**config.mk**
```make
export PLATFORM = sky130hd
export DESIGN_NAME = food_placer_flat
export DESIGN_NICKNAME = d
export VERILOG_FILES = /design/src/rtl/food_placer_if.sv /design/src/rtl/food_placer.sv /design/src/flat_wrapper.sv
export SDC_FILE = /design/constraint.sdc
export NUM_CORES = 1
export LEC_CHECK = 0
export ABC_AREA = 1
export CORE_ASPECT_RATIO = 0.5
export CORE_MARGIN = 1
export CORE_UTILIZATION = 40
export DETAILED_ROUTE_END_ITERATION = 10
export PLACE_DENSITY = 0.7
export SLEW_MARGIN = 40
export SYNTH_ARGS = -nofsm -noshare
export SYNTH_HDL_FRONTEND = slang
export SYNTH_SLANG_ARGS = --single-unit
```
**constraint.sdc**
```tcl
create_clock -name clka -period 4.7 [get_ports clka]
set_clock_uncertainty 0.05 [all_clocks]
set_input_delay 0.47 -clock clka [delete_from_list [all_inputs] [get_ports clka]]
set_output_delay 0.47 -clock clka [all_outputs]
set_load 0.05 [all_outputs]
```
**src/rtl/food_placer_if.sv**
```systemverilog
// food_placer_if -- bundle between the food placer, the logic datapath that
// requests placements and the PRNG datapath that supplies random cell indices.
// master: the surrounding datapaths; slave: the food placer itself.
interface food_placer_if;
   logic        place_req;
   logic [63:0] occupancy_flat;
   logic        prng_req;
   logic        prng_ack;
   logic [5:0]  prng_value;
   logic [2:0]  food_row;
   logic [2:0]  food_col;
   logic        food_valid;
   logic        place_done;
   logic        board_full;

   modport master (
      output place_req,
      output occupancy_flat,
      output prng_ack,
      output prng_value,
      input  prng_req,
      input  food_row,
      input  food_col,
      input  food_valid,
      input  place_done,
      input  board_full
   );

   modport slave (
      input  place_req,
      input  occupancy_flat,
      input  prng_ack,
      input  prng_value,
      output prng_req,
      output food_row,
      output food_col,
      output food_valid,
      output place_done,
      output board_full
   );
endinterface

```
**src/rtl/food_placer.sv**
```systemverilog
// food_placer -- picks a free 8x8 board cell for new food.
// Draws up to MAX_RETRIES random indices from the PRNG datapath; if all of
// them land on the snake it falls back to a linear scan starting just after
// the last draw. An all-occupied board is detected up front so the scan
// always terminates.
// Optional feature macro FOOD_PRNG_TIMEOUT_EN: abandon a PRNG wait after 16
// cycles without an ack and scan from index 0 instead.
// All outputs are registered; they are loaded from the next-state decode so
// they line up exactly with the state they describe.
module food_placer #(
   parameter int MAX_RETRIES = 8
) (
   input  logic         clka,
   input  logic         restart,
   food_placer_if.slave bus
);

   localparam logic [3:0] MAX_RETRIES_C = 4'(MAX_RETRIES);

   typedef enum logic [2:0] {
      IDLE      = 3'd0,
      WAIT_PRNG = 3'd1,
      CHECK     = 3'd2,
      SCAN      = 3'd3,
      DONE      = 3'd4,
      FULL      = 3'd5
   } state_t;

   state_t     state_r;
   state_t     state_nxt_s;
   logic [5:0] cand_r;
   logic [5:0] cand_nxt_s;
   logic [5:0] scan_idx_r;
   logic [5:0] scan_idx_nxt_s;
   logic [3:0] retry_r;
   logic [3:0] retry_nxt_s;
   logic [3:0] retry_inc_s;
   logic [5:0] pick_idx_s;

   logic       prng_req_r;
   logic       place_done_r;
   logic       food_valid_r;
   logic       food_valid_nxt_s;
   logic       board_full_r;
   logic       board_full_nxt_s;
   logic [2:0] food_row_r;
   logic [2:0] food_row_nxt_s;
   logic [2:0] food_col_r;
   logic [2:0] food_col_nxt_s;

`ifdef FOOD_PRNG_TIMEOUT_EN
   logic [4:0] wait_cnt_r;
   logic [4:0] wait_cnt_nxt_s;
`endif

   // Cell lookup: bit index is row*8+col, row 0 in the LSB byte.
   function automatic logic cell_occupied(input logic [63:0] occ, input logic [5:0] idx);
      return occ[idx];
   endfunction

   // Next board index; wraps 63 -> 0 through the natural 6-bit overflow.
   function automatic logic [5:0] idx_next(input logic [5:0] idx);
      return idx + 6'd1;
   endfunction

   // Next-state and next-value decode for the FSM and its datapath.
   always_comb begin
      state_nxt_s      = state_r;
      cand_nxt_s       = cand_r;
      scan_idx_nxt_s   = scan_idx_r;
      retry_nxt_s      = retry_r;
      retry_inc_s      = retry_r + 4'd1;
      pick_idx_s       = scan_idx_r;
      food_valid_nxt_s = food_valid_r;
      board_full_nxt_s = board_full_r;
      food_row_nxt_s   = food_row_r;
      food_col_nxt_s   = food_col_r;
`ifdef FOOD_PRNG_TIMEOUT_EN
      wait_cnt_nxt_s   = wait_cnt_r;
`endif
      case (state_r)
         IDLE: begin
            if (bus.place_req) begin
               food_valid_nxt_s = 1'b0;
               retry_nxt_s      = 4'd0;
               if (&bus.occupancy_flat) begin
                  state_nxt_s      = FULL;
                  board_full_nxt_s = 1'b1;
               end else begin
                  state_nxt_s      = WAIT_PRNG;
                  board_full_nxt_s = 1'b0;
`ifdef FOOD_PRNG_TIMEOUT_EN
                  wait_cnt_nxt_s   = 5'd0;
`endif
               end
            end else begin
               state_nxt_s = IDLE;
            end
         end
         WAIT_PRNG: begin
            if (bus.prng_ack) begin
               cand_nxt_s  = bus.prng_value;
               state_nxt_s = CHECK;
`ifdef FOOD_PRNG_TIMEOUT_EN
            end else if (wait_cnt_r == 5'd15) begin
               // 16th silent cycle: give up on the PRNG and sweep the board.
               state_nxt_s    = SCAN;
               scan_idx_nxt_s = 6'd0;
            end else begin
               wait_cnt_nxt_s = wait_cnt_r + 5'd1;
            end
`else
            end else begin
               state_nxt_s = WAIT_PRNG;
            end
`endif
         end
         CHECK: begin
            pick_idx_s = cand_r;
            if (!cell_occupied(bus.occupancy_flat, cand_r)) begin
               state_nxt_s    = DONE;
               food_row_nxt_s = cand_r[5:3];
               food_col_nxt_s = cand_r[2:0];
            end else begin
               retry_nxt_s = retry_inc_s;
               if (retry_inc_s == MAX_RETRIES_C) begin
                  state_nxt_s    = SCAN;
                  scan_idx_nxt_s = idx_next(cand_r);
               end else begin
                  state_nxt_s = WAIT_PRNG;
`ifdef FOOD_PRNG_TIMEOUT_EN
                  wait_cnt_nxt_s = 5'd0;
`endif
               end
            end
         end
         SCAN: begin
            if (!cell_occupied(bus.occupancy_flat, scan_idx_r)) begin
               state_nxt_s    = DONE;
               food_row_nxt_s = pick_idx_s[5:3];
               food_col_nxt_s = pick_idx_s[2:0];
            end else begin
               scan_idx_nxt_s = idx_next(scan_idx_r);
            end
         end
         DONE: begin
            state_nxt_s = IDLE;
         end
         FULL: begin
            state_nxt_s = IDLE;
         end
         default: begin
            state_nxt_s = IDLE;
         end
      endcase
      if (state_nxt_s == DONE) begin
         food_valid_nxt_s = 1'b1;
      end else begin
         food_valid_nxt_s = food_valid_nxt_s;
      end
   end

   // State register with synchronous restart.
   always_ff @(posedge clka) begin
      if (restart) begin
         state_r <= IDLE;
      end else begin
         state_r <= state_nxt_s;
      end
   end

   // Datapath and output registers, loaded from the next-state decode.
   always_ff @(posedge clka) begin
      if (restart) begin
         cand_r       <= 6'd0;
         scan_idx_r   <= 6'd0;
         retry_r      <= 4'd0;
         prng_req_r   <= 1'b0;
         place_done_r <= 1'b0;
         food_valid_r <= 1'b0;
         board_full_r <= 1'b0;
         food_row_r   <= 3'd0;
         food_col_r   <= 3'd0;
      end else begin
         cand_r       <= cand_nxt_s;
         scan_idx_r   <= scan_idx_nxt_s;
         retry_r      <= retry_nxt_s;
         prng_req_r   <= (state_nxt_s == WAIT_PRNG);
         place_done_r <= (state_nxt_s == DONE) || (state_nxt_s == FULL);
         food_valid_r <= food_valid_nxt_s;
         board_full_r <= board_full_nxt_s;
         food_row_r   <= food_row_nxt_s;
         food_col_r   <= food_col_nxt_s;
      end
   end

`ifdef FOOD_PRNG_TIMEOUT_EN
   // PRNG wait counter, cleared whenever WAIT_PRNG is entered.
   always_ff @(posedge clka) begin
      if (restart) begin
         wait_cnt_r <= 5'd0;
      end else begin
         wait_cnt_r <= wait_cnt_nxt_s;
      end
   end
`endif

   assign bus.prng_req   = prng_req_r;
   assign bus.place_done = place_done_r;
   assign bus.food_valid = food_valid_r;
   assign bus.board_full = board_full_r;
   assign bus.food_row   = food_row_r;
   assign bus.food_col   = food_col_r;

endmodule

```
**src/flat_wrapper.sv**
```systemverilog
// flat-port wrapper written by rule: the top's interface ports become plain ports
module food_placer_flat 
#(
   parameter int MAX_RETRIES = 8
)
  (clka, restart, bus_place_req, bus_occupancy_flat, bus_prng_ack, bus_prng_value, bus_prng_req, bus_food_row, bus_food_col, bus_food_valid, bus_place_done, bus_board_full);
  food_placer_if bus_i ();
  input  logic clka;
  input  logic restart;
  input wire logic [$bits(bus_i.place_req)-1:0] bus_place_req;
  input wire logic [$bits(bus_i.occupancy_flat)-1:0] bus_occupancy_flat;
  input wire logic [$bits(bus_i.prng_ack)-1:0] bus_prng_ack;
  input wire logic [$bits(bus_i.prng_value)-1:0] bus_prng_value;
  output wire logic [$bits(bus_i.prng_req)-1:0] bus_prng_req;
  output wire logic [$bits(bus_i.food_row)-1:0] bus_food_row;
  output wire logic [$bits(bus_i.food_col)-1:0] bus_food_col;
  output wire logic [$bits(bus_i.food_valid)-1:0] bus_food_valid;
  output wire logic [$bits(bus_i.place_done)-1:0] bus_place_done;
  output wire logic [$bits(bus_i.board_full)-1:0] bus_board_full;
  assign bus_i.place_req = bus_place_req;
  assign bus_i.occupancy_flat = bus_occupancy_flat;
  assign bus_i.prng_ack = bus_prng_ack;
  assign bus_i.prng_value = bus_prng_value;
  assign bus_prng_req = bus_i.prng_req;
  assign bus_food_row = bus_i.food_row;
  assign bus_food_col = bus_i.food_col;
  assign bus_food_valid = bus_i.food_valid;
  assign bus_place_done = bus_i.place_done;
  assign bus_board_full = bus_i.board_full;
  food_placer #(.MAX_RETRIES(MAX_RETRIES)) u_core (.clka(clka), .restart(restart), .bus(bus_i));
endmodule
```
==> results of run 1 <==
metal layers:
metal | up-vias | part of all wire [%] | track usage (%) | wire length, µm
met5 | - | 0 | 0 | 0
met4 | 0 | 0.80 | 7.23 | 71
met3 | 10 | 8.7 | 5.74 | 779
met2 | 132 | 43 | 39.2 | 3790
met1 | 1609 | 48 | 32.9 | 4280
li1 | 1797 | - | - | -
final timing paths:
check / startpoint / end / cells after the start / slack, ns
worst min-delay path: u_core.bus.food_col[2] / u_core.bus.food_col[2] / 2 / 0.42
worst min register to register: u_core.bus.food_col[2] / u_core.bus.food_col[2] / 2 / 0.42
worst max register to register: u_core.cand_r[0] / u_core.retry_r[2] / 12 / 2.15
worst max-delay path: u_core.cand_r[0] / u_core.retry_r[2] / 12 / 2.15
tightest hold or removal path, delay by kind of cell (launching register included):
| family | cells | cell delay [ns] |
|---|---|---|
| AOI/OAI and AO/OA | 1 | 0.05 |
| DFF | 1 | 0.31 |
| and+or+nand+nor | 1 | 0.06 |
state kept, by name (all words and copies together), names as in the netlist:
name,count
u_core.retry_r,4
u_core.state_r,3
u_core.bus.food_col,3
u_core.scan_idx_r,6
u_core.cand_r,6
u_core.bus.food_row,3
u_core.bus.place_done,1
u_core.bus.food_valid,1
u_core.bus.prng_req,1
u_core.bus.board_full,1
Yosys cell counts, types with 6 or more instances:
master | instances | share of area [%]
a21oi_1 | 13 | 2.3
buf_2 | 7 | 1.2
buf_4 | 7 | 1.9
buf_6 | 8 | 3.2
dfxtp_1 | 29 | 20
inv_1 | 24 | 3.2
nand2_1 | 193 | 26
nand3_1 | 111 | 20
nand3_2 | 6 | 2.1
nand4_1 | 15 | 3.3
nor2_1 | 27 | 3.6
o21ai_0 | 15 | 2.6
o21ai_1 | 9 | 1.6
through the flow:
| step | total power, mW | setup WS [ns] | cell area (µm²) |
|---|---|---|---|
| 6_report | 0.815 | 2.15 | 3750 |
| 5_1_grt | 0.858 | 1.98 | 3750 |
| 4_1_cts | 0.818 | 2.26 | 3750 |
| 3_5_place_dp | 0.521 | 2.10 | 3610 |
| 3_3_place_gp | 0.522 | 2.15 | 3610 |
| 2_1_floorplan | 0.415 | 3.05 | 2840 |
cells by family (layout without fill, tap and decap cells):
logic type | Yosys count | in the layout
and+or+nand+nor | 369 | 369
buffers and inverters | 58 | 126
AOI/OAI and AO/OA | 41 | 41
DFF | 29 | 29
xor gates and xnor gates | 5 | 5
adders and majority gates | 2 | 2
layout make-up:
class                           count  area share [%]
Clock buffer                        6            3.44
Clock inverter                      2           0.267
Sequential cell                    29            15.5
Timing Repair Buffer               86            22.7
Inverter                           32            3.47
Tap cell                           92            3.07
Multi-Input combinational cell    417            51.5
where the power goes:
part	internal [mW]	switching, mW	total (mW)	leakage, nW
logic	0.112	0.134	0.247	1.35
registers	0.258	0.0168	0.275	0.236
clock network	0.193	0.100	0.293	0.0706
total	0.564	0.251	0.815	1.66
==> impl_metrics.yaml, run 1 <==
detailed_routing:
  wl_mm: 8.92
  via_per_inst: 5.34
  drtAntennaViolNets: 0
  drt_pass1_iterations: 7
  first_iter_violations: 298
  post_drt_wl_per_cell_um: 13.4
  num_vias: 3548
  drc_errors: 0
synth:
  synthXorXnorAreaFrac_pct: 1.54
  synth_ff_type: "dfxtp_1"
  syn_nets: 580
  synth_cell_type_count: 28
  synth_compound_area_share_pct: 7.72
  synth_top_family_by_area: "simple AND/OR/NAND/NOR gates"
  ys_ff_latch: 29
  syn_inst: 504
  synth_edf_count: 0
  synthArstFlopShare_pct: 0
  yosys.area_share.simple_pct: 58.0
  ys_warn_count: 0
  avgSynthCellArea_um2: 5.63
  synthAdderAreaFrac_pct: 0.882
  ys_seq_area_share_pct: 20.5
  muxShareOfSynthArea_pct: 0
  syn_area_mm2: 0.00284
final_layout:
  nets: 647
  final_common_cell: "nand2_1"
  area_growth_pct: 32.2
  mostFrequentLayoutCells: "193 x nand2_1, 111 x nand3_1, 83 x clkdlybuf4s50_1"
  multi_input_area_mm2: 0.00193
  seq_area_um2: 581
  final_cell_count_no_fill: 664
  fin_util_pct: 55.3
  diodes: 0
  num-fill-cells: 684
  drive_gt1_share_pct: 6.47
pwr:
  powerDensity_mw_per_mm2: 217
  p_leak_nw: 1.66
  ir_drop_v: 0.000165
placed_design:
  numPortBuffers: 83
  place_hpwl_mm: 6.39
  dp_cells: 656
  place_congestion: 0.887
clocking:
  cts_tree: "done"
  htreeDepth: 2
  clk_latency_ns: 0.27
  cts_hold_buf: 0
  clock-sinks: 29
  cts-root-to-sink-buffers: 2
  cts_made_buffers: 5
  postCtsSetupRepairBufs: 0
  ctsRootBufferMaster: "clkbuf_16"
  cts_resized: 0
  clkTransAtPathRegs_ns: 0.05
floorplan:
  die_height_um: 61.5
  num_rows: 21
  initial_core_util_pct: 41.8
  pin_count: 84
  die_w_um: 121
  core_mm2: 0.00678
  die_area_mm2: 0.00745
setup_path:
  cp_data_arrival_time_ns: 2.70
  crit_fanout: 34
  cp.buffers_inverters: 1
  startpoint_type: "flip-flop"
  critPathTopFamily: "simple AND/OR/NAND/NOR gates"
  crit_slowest_cell: "dfxtp_1"
  crit_required_ns: 4.85
  path_class: "flip-flop to flip-flop"
  slowest_delay_ns: 0.82
  path_cells: "inv_4 -> nand2_1 -> nand3_1 -> nand3_1 -> nand2_1 -> nand2_1 -> nand3_1 -> nand3_2 -> nand2_2 -> a21oi_1 -> o21ai_1 -> nor2_1"
  worstSetupEndpointType: "flip-flop"
global_routing:
  grtUsageTotal_pct: 24.3
  grt_overflow: 0
  antenna_found_initial: 0
  grt_pass1_wl_mm: 14.1
  grt_max_degree: 35
  grt_pass1_vias: 3014
timing:
  rsz0062_at_grt: "false"
  worst_pin_slew_ns: 0.785
  fin_tns_setup_ns: 0
  finalMaxSlewViolations: 0
  slew_headroom_pct: 47.6
  finalHoldViolations: 0
  finalSetupViolations: 0
  max_freq_mhz: 392
  min_period_ns: 2.55
  fin_crit_sh_pct: 54.2
  worst_hold_slack_ns: 0.416
min_path:
  hp-class: "flip-flop to flip-flop"
run_status:
  status: "completed"
run:
  maxCapViolCount: 0
(Power assumes the default switching activity.)
==> inputs of run 2 (changes only) <==
Clock period 4.7 ns to 2.4 ns, I/O delays scaled along.
==> run 2 against run 1 <==
Via count increased by 2.4%. Die area is the same. Sequential cell count stayed put. Final cell count is 1.2% higher. Sequential power is 91% higher. Critical path type unchanged. Largest power group unchanged. Sequential share of layout area is 0.37 points lower. Design area rose by 2.4%.
==> impl_metrics.yaml, run 2 (synthesized netlist as in run 1, its figures left out) <==
pwr:
  p_leak_nw: 1.71
  power.share.switching_pct: 30.2
  switchingPower_mw: 0.507
  internal_power_mw: 1.17
  ir_drop_v: 0.000471
  seqPwrFrac_pct: 31.3
  powerDensity_mw_per_mm2: 437
  finalPower_mw: 1.68
  p_clk_share_pct: 38.2
  pwr-share-comb_pct: 30.5
clocking:
  htreeDepth: 2
  cts_tree: "done"
  clock-sinks: 29
  clk_latency_ns: 0.27
  clkTransAtPathRegs_ns: 0.05
  cts_resized: 0
  ctsRootBufferMaster: "clkbuf_16"
  cts_made_buffers: 5
  cts_hold_buf: 0
  cts-root-to-sink-buffers: 2
  postCtsSetupRepairBufs: 0
setup_path:
  cp_data_arrival_time_ns: 2.19
  worstSetupEndpointType: "flip-flop"
  crit_fanout: 32
  crit_slowest_cell: "dfxtp_1"
  crit_required_ns: 2.51
  startpoint_type: "flip-flop"
  slowest_delay_ns: 0.53
  path_cells: "inv_4 -> nand2_1 -> nand3_1 -> nand3_1 -> nand2_1 -> nand2_1 -> nand3_1 -> nand3_2 -> nand3_2 -> nand2_2 -> inv_2 -> nor2_1 -> nor2_1"
  path_class: "flip-flop to flip-flop"
run_status:
  status: "completed"
timing:
  slew_headroom_pct: 57.8
  fin_tns_setup_ns: 0
  finalMaxSlewViolations: 0
  finalSetupViolations: 0
  rsz0062_at_grt: "false"
  min_period_ns: 2.08
  finalHoldViolations: 0
  worst_pin_slew_ns: 0.632
  max_freq_mhz: 481
  worst_hold_slack_ns: 0.421
  fin_crit_sh_pct: 86.7
detailed_routing:
  via_per_inst: 5.41
  drt_pass1_iterations: 5
  drc_errors: 0
  num_vias: 3633
  drtAntennaViolNets: 0
  first_iter_violations: 318
  wl_mm: 9.35
  post_drt_wl_per_cell_um: 13.9
run:
  maxCapViolCount: 0
final_layout:
  area_growth_pct: 35.5
  diodes: 0
  final_common_cell: "nand2_1"
  top_regs: "u_core.cand_r: 6 flops, u_core.scan_idx_r: 6 flops, u_core.retry_r: 4 flops"
  finalInstanceArea_mm2: 0.00384
  fin_util_pct: 56.7
  nets: 655
  mostFrequentLayoutCells: "193 x nand2_1, 111 x nand3_1, 83 x clkdlybuf4s50_1"
  drive_gt1_share_pct: 7.93
placed_design:
  postPlaceCellArea_mm2: 0.00368
  place_congestion: 0.899
  numPortBuffers: 83
  place_hpwl_mm: 6.86
global_routing:
  grtUsageTotal_pct: 24.9
  grt_pass1_vias: 3054
  grt_pass1_wl_mm: 14.4
  grt_max_degree: 35
  grt_overflow: 0
  antenna_found_initial: 0
min_path:
  hp-class: "flip-flop to flip-flop"
floorplan:
  num_rows: 21
  die_height_um: 61.5
  die_area_mm2: 0.00745
  initial_core_util_pct: 41.8
  core_mm2: 0.00678
  pin_count: 84
  die_w_um: 121
-- run 2: worst max-delay path: cells and delay by family (launching register included) --
family | cells | cell delay, ns
buf+inv | 2 | 0.31
flops | 1 | 0.53
simple gates | 11 | 1.09
-- run 2: power groups by stage --
stage | sequential (mW) | clock [mW] | combinational (mW)
floorplan | 0.546 | 0 | 0.266
global placement | 0.534 | 0 | 0.502
global route | 0.527 | 0.683 | 0.561
finish | 0.525 | 0.642 | 0.511
detailed placement | 0.534 | 0 | 0.502
CTS | 0.525 | 0.657 | 0.505
-- run 2: worst paths after layout --
| kind | from | endpoint | slack, ns | cells after the start |
|---|---|---|---|---|
| worst min-delay path | u_core.bus.food_col[2] | u_core.bus.food_col[2] | 0.42 | 2 |
| worst max-delay path | u_core.scan_idx_r[0] | u_core.bus.food_row[1] | 0.32 | 13 |
| worst max register to register | u_core.scan_idx_r[0] | u_core.bus.food_row[1] | 0.32 | 13 |
| worst min register to register | u_core.bus.food_col[2] | u_core.bus.food_col[2] | 0.42 | 2 |
-- run 2: area by class of cell --
class / instances / area, µm²
fillers: 704 / 2940
inverters: 32 / 130
multi-input cells: 417 / 1930
clock buffers: 7 / 153
repair buffers: 94 / 926
clock inverters: 1 / 5.00
well taps: 92 / 115
flip-flops and latches: 29 / 581
-- run 2: per-stage QoR --
step,cells,worst slack (ns)
final,672,0.320
after global routing,672,0.122
after CTS,672,0.336
after detailed placement,664,0.175
after global placement,664,0.330
after floorplan,504,0.752
-- run 2: routing by layer --
layer | vias up | part of all wire [%] | global-route usage (%)
met1 | 1662 | 47 | 35.0
met4 | 0 | 0.81 | 5.64
met2 | 144 | 43 | 40.1
met5 | - | 0 | 0
li1 | 1819 | - | -
met3 | 8 | 9.0 | 4.35
==> inputs of run 3 (changes only) <==
Settings changed: GPL_ROUTABILITY_DRIVEN set to 0.
==> results of run 3 <==
Same layout as run 2: the final DEF is identical, and so are final timing and power.
==> variant: new RTL, flow settings as in run 3 <==
Add a define of `FOOD_PRNG_TIMEOUT_EN`.
--- a/src/rtl/food_placer.sv
+++ b/src/rtl/food_placer.sv
@@ -9,2 +9,4 @@
 // they line up exactly with the state they describe.
+`define FOOD_PRNG_TIMEOUT_EN
+
 module food_placer #(
Function: no difference found for any inputs over 10 cycles, from zero or initial values; that may be too few to reach the edited logic, so the function may still have changed.
==> variant against run 3 <==
Cell area rose by 7.0%; fmax fell by 3.3%; synthesized area rose by 9.4%; sequential cell count rose by 5; routed wire length rose by 3.6%; worst setup slack got worse by 71 ps; sequential power rose by 17%; total power rose by 6.0%; critical path type unchanged; critical endpoint is now u_core.retry_r[3]; largest power group unchanged; highest routed layer unchanged.
==> variant: results (changes against run 3) <==
outcome = complete, no violations
Worst R2R Path Depth = 12 (-1)
first-pass GRT wire length = 15900 µm (+11%)
WL per Instance = 13.5 µm (-3.0%)
vias in the first global route = 3331 (+9.1%)
Worst VDD drop = 0.000327 V (-31%)
Slew @ Worst Pin = 546 ps (-85.9 ps)
reg-to-reg slack, setup = 250 ps (-70 ps)
# placed instances = 710 (+6.9%)
DRT Wirelength = 9690 µm (+3.6%)
sequential cell area fraction in the yosys report = 0.219 (+0.0146)
crit-path max FO = 12 (-63%)
data arrival time of the worst path = 2260 ps (+70 ps)
Worst setup endpoint = u_core.retry_r[3]
sw frac = 0.307 (+0.00497)
layout cells sized above 1 = 0.0675 (-0.0118)
synthesized instance count = 546 (+8.3%)
Regs by FF count = u_core.cand_r: 6 flops, u_core.scan_idx_r: 6 flops, u_core.wait_cnt_r: 5 flops
Synth area leaders = nand2_1 25%, dfxtp_1 22%, nand3_1 19%
First-pass DRT Iterations = 6 (+1)
Synth Area in Compound Gates = 0.0794 (+0.00221)
Tot GR Track Use = 0.244 (-0.00486)
Final min period = 2150 ps (+70.9 ps)
adder-cell share of the synthesized area = 0.0161 (+0.00730)
Lkg Pwr = 1.80 nW (+4.8%)
Cell Area, Placed = 0.00396 mm² (+7.5%)
post-synthesis cell type count = 32 (+14%)
reg2reg end = u_core.retry_r[3]
final net count = 699 (+6.7%)
post_cts resized = 0 (unchanged)
Synth top cells by count = 207 x nand2_1, 120 x nand3_1, 34 x dfxtp_1
synthesized net count = 624 (+7.6%)
Synth Flop Type = dfxtp_1
xor and xnor area share after synthesis = 0.0169 (+0.00149)
final hold vios = 0 (unchanged)
[variant: cell count changes after synthesis, sizes merged, moves of 4 or more]
cell   before  now
nand3     117  124
a21oi      16   22
nor2       27   35
dfxtp      29   34
or2         4    0
nand2     199  212
[variant: final cells by class]
cell class	instances	area [µm²]
Clock buffer	7	143
Clock inverter	1	5.00
Fill cell	768	3320
Inverter	35	139
Multi-Input combinational cell	450	2100
Sequential cell	34	681
Tap cell	96	120
Timing Repair Buffer	95	921
[variant: how the worst min path moves through the flow]
stage | from | end | slack [ps] | depth (start not counted)
6_report | u_core.bus.food_row[0] | u_core.bus.food_row[0] | 410 | 2
5_1_grt | u_core.bus.food_row[1] | u_core.bus.food_row[1] | 450 | 2
4_1_cts | u_core.bus.food_row[0] | u_core.bus.food_row[0] | 410 | 2
3_5_place_dp | u_core.bus.food_row[0] | u_core.bus.food_row[0] | 410 | 2
3_3_place_gp | u_core.bus.food_row[1] | u_core.bus.food_row[1] | 400 | 2
2_1_floorplan | bus_place_req | u_core.bus.board_full | 360 | 2
[variant: per-layer routing]
| layer | GRT usage | wire (µm) | vias up |
|---|---|---|---|
| li1 | - | - | 1956 |
| met2 | 0.398 | 4180 | 129 |
| met1 | 0.343 | 4780 | 1667 |
| met4 | 0.0452 | 68 | 0 |
| met5 | 0 | 0 | - |
| met3 | 0.0335 | 662 | 8 |
[variant: power by group through the flow]
stage / Combinational (mW) / Clock (mW) / Sequential [mW]
floorplan: 0.282 / 0 / 0.635
global placement: 0.517 / 0 / 0.624
detailed placement: 0.517 / 0 / 0.624
CTS: 0.520 / 0.652 / 0.613
global route: 0.580 / 0.677 / 0.615
finish: 0.524 / 0.641 / 0.613
[variant: worst max-delay path, delay by kind of cell (launching register included)]
kind	cells	cell delay, ps
flops	1	530
buf+inv	1	280
compound gates	1	250
simple gates	10	930
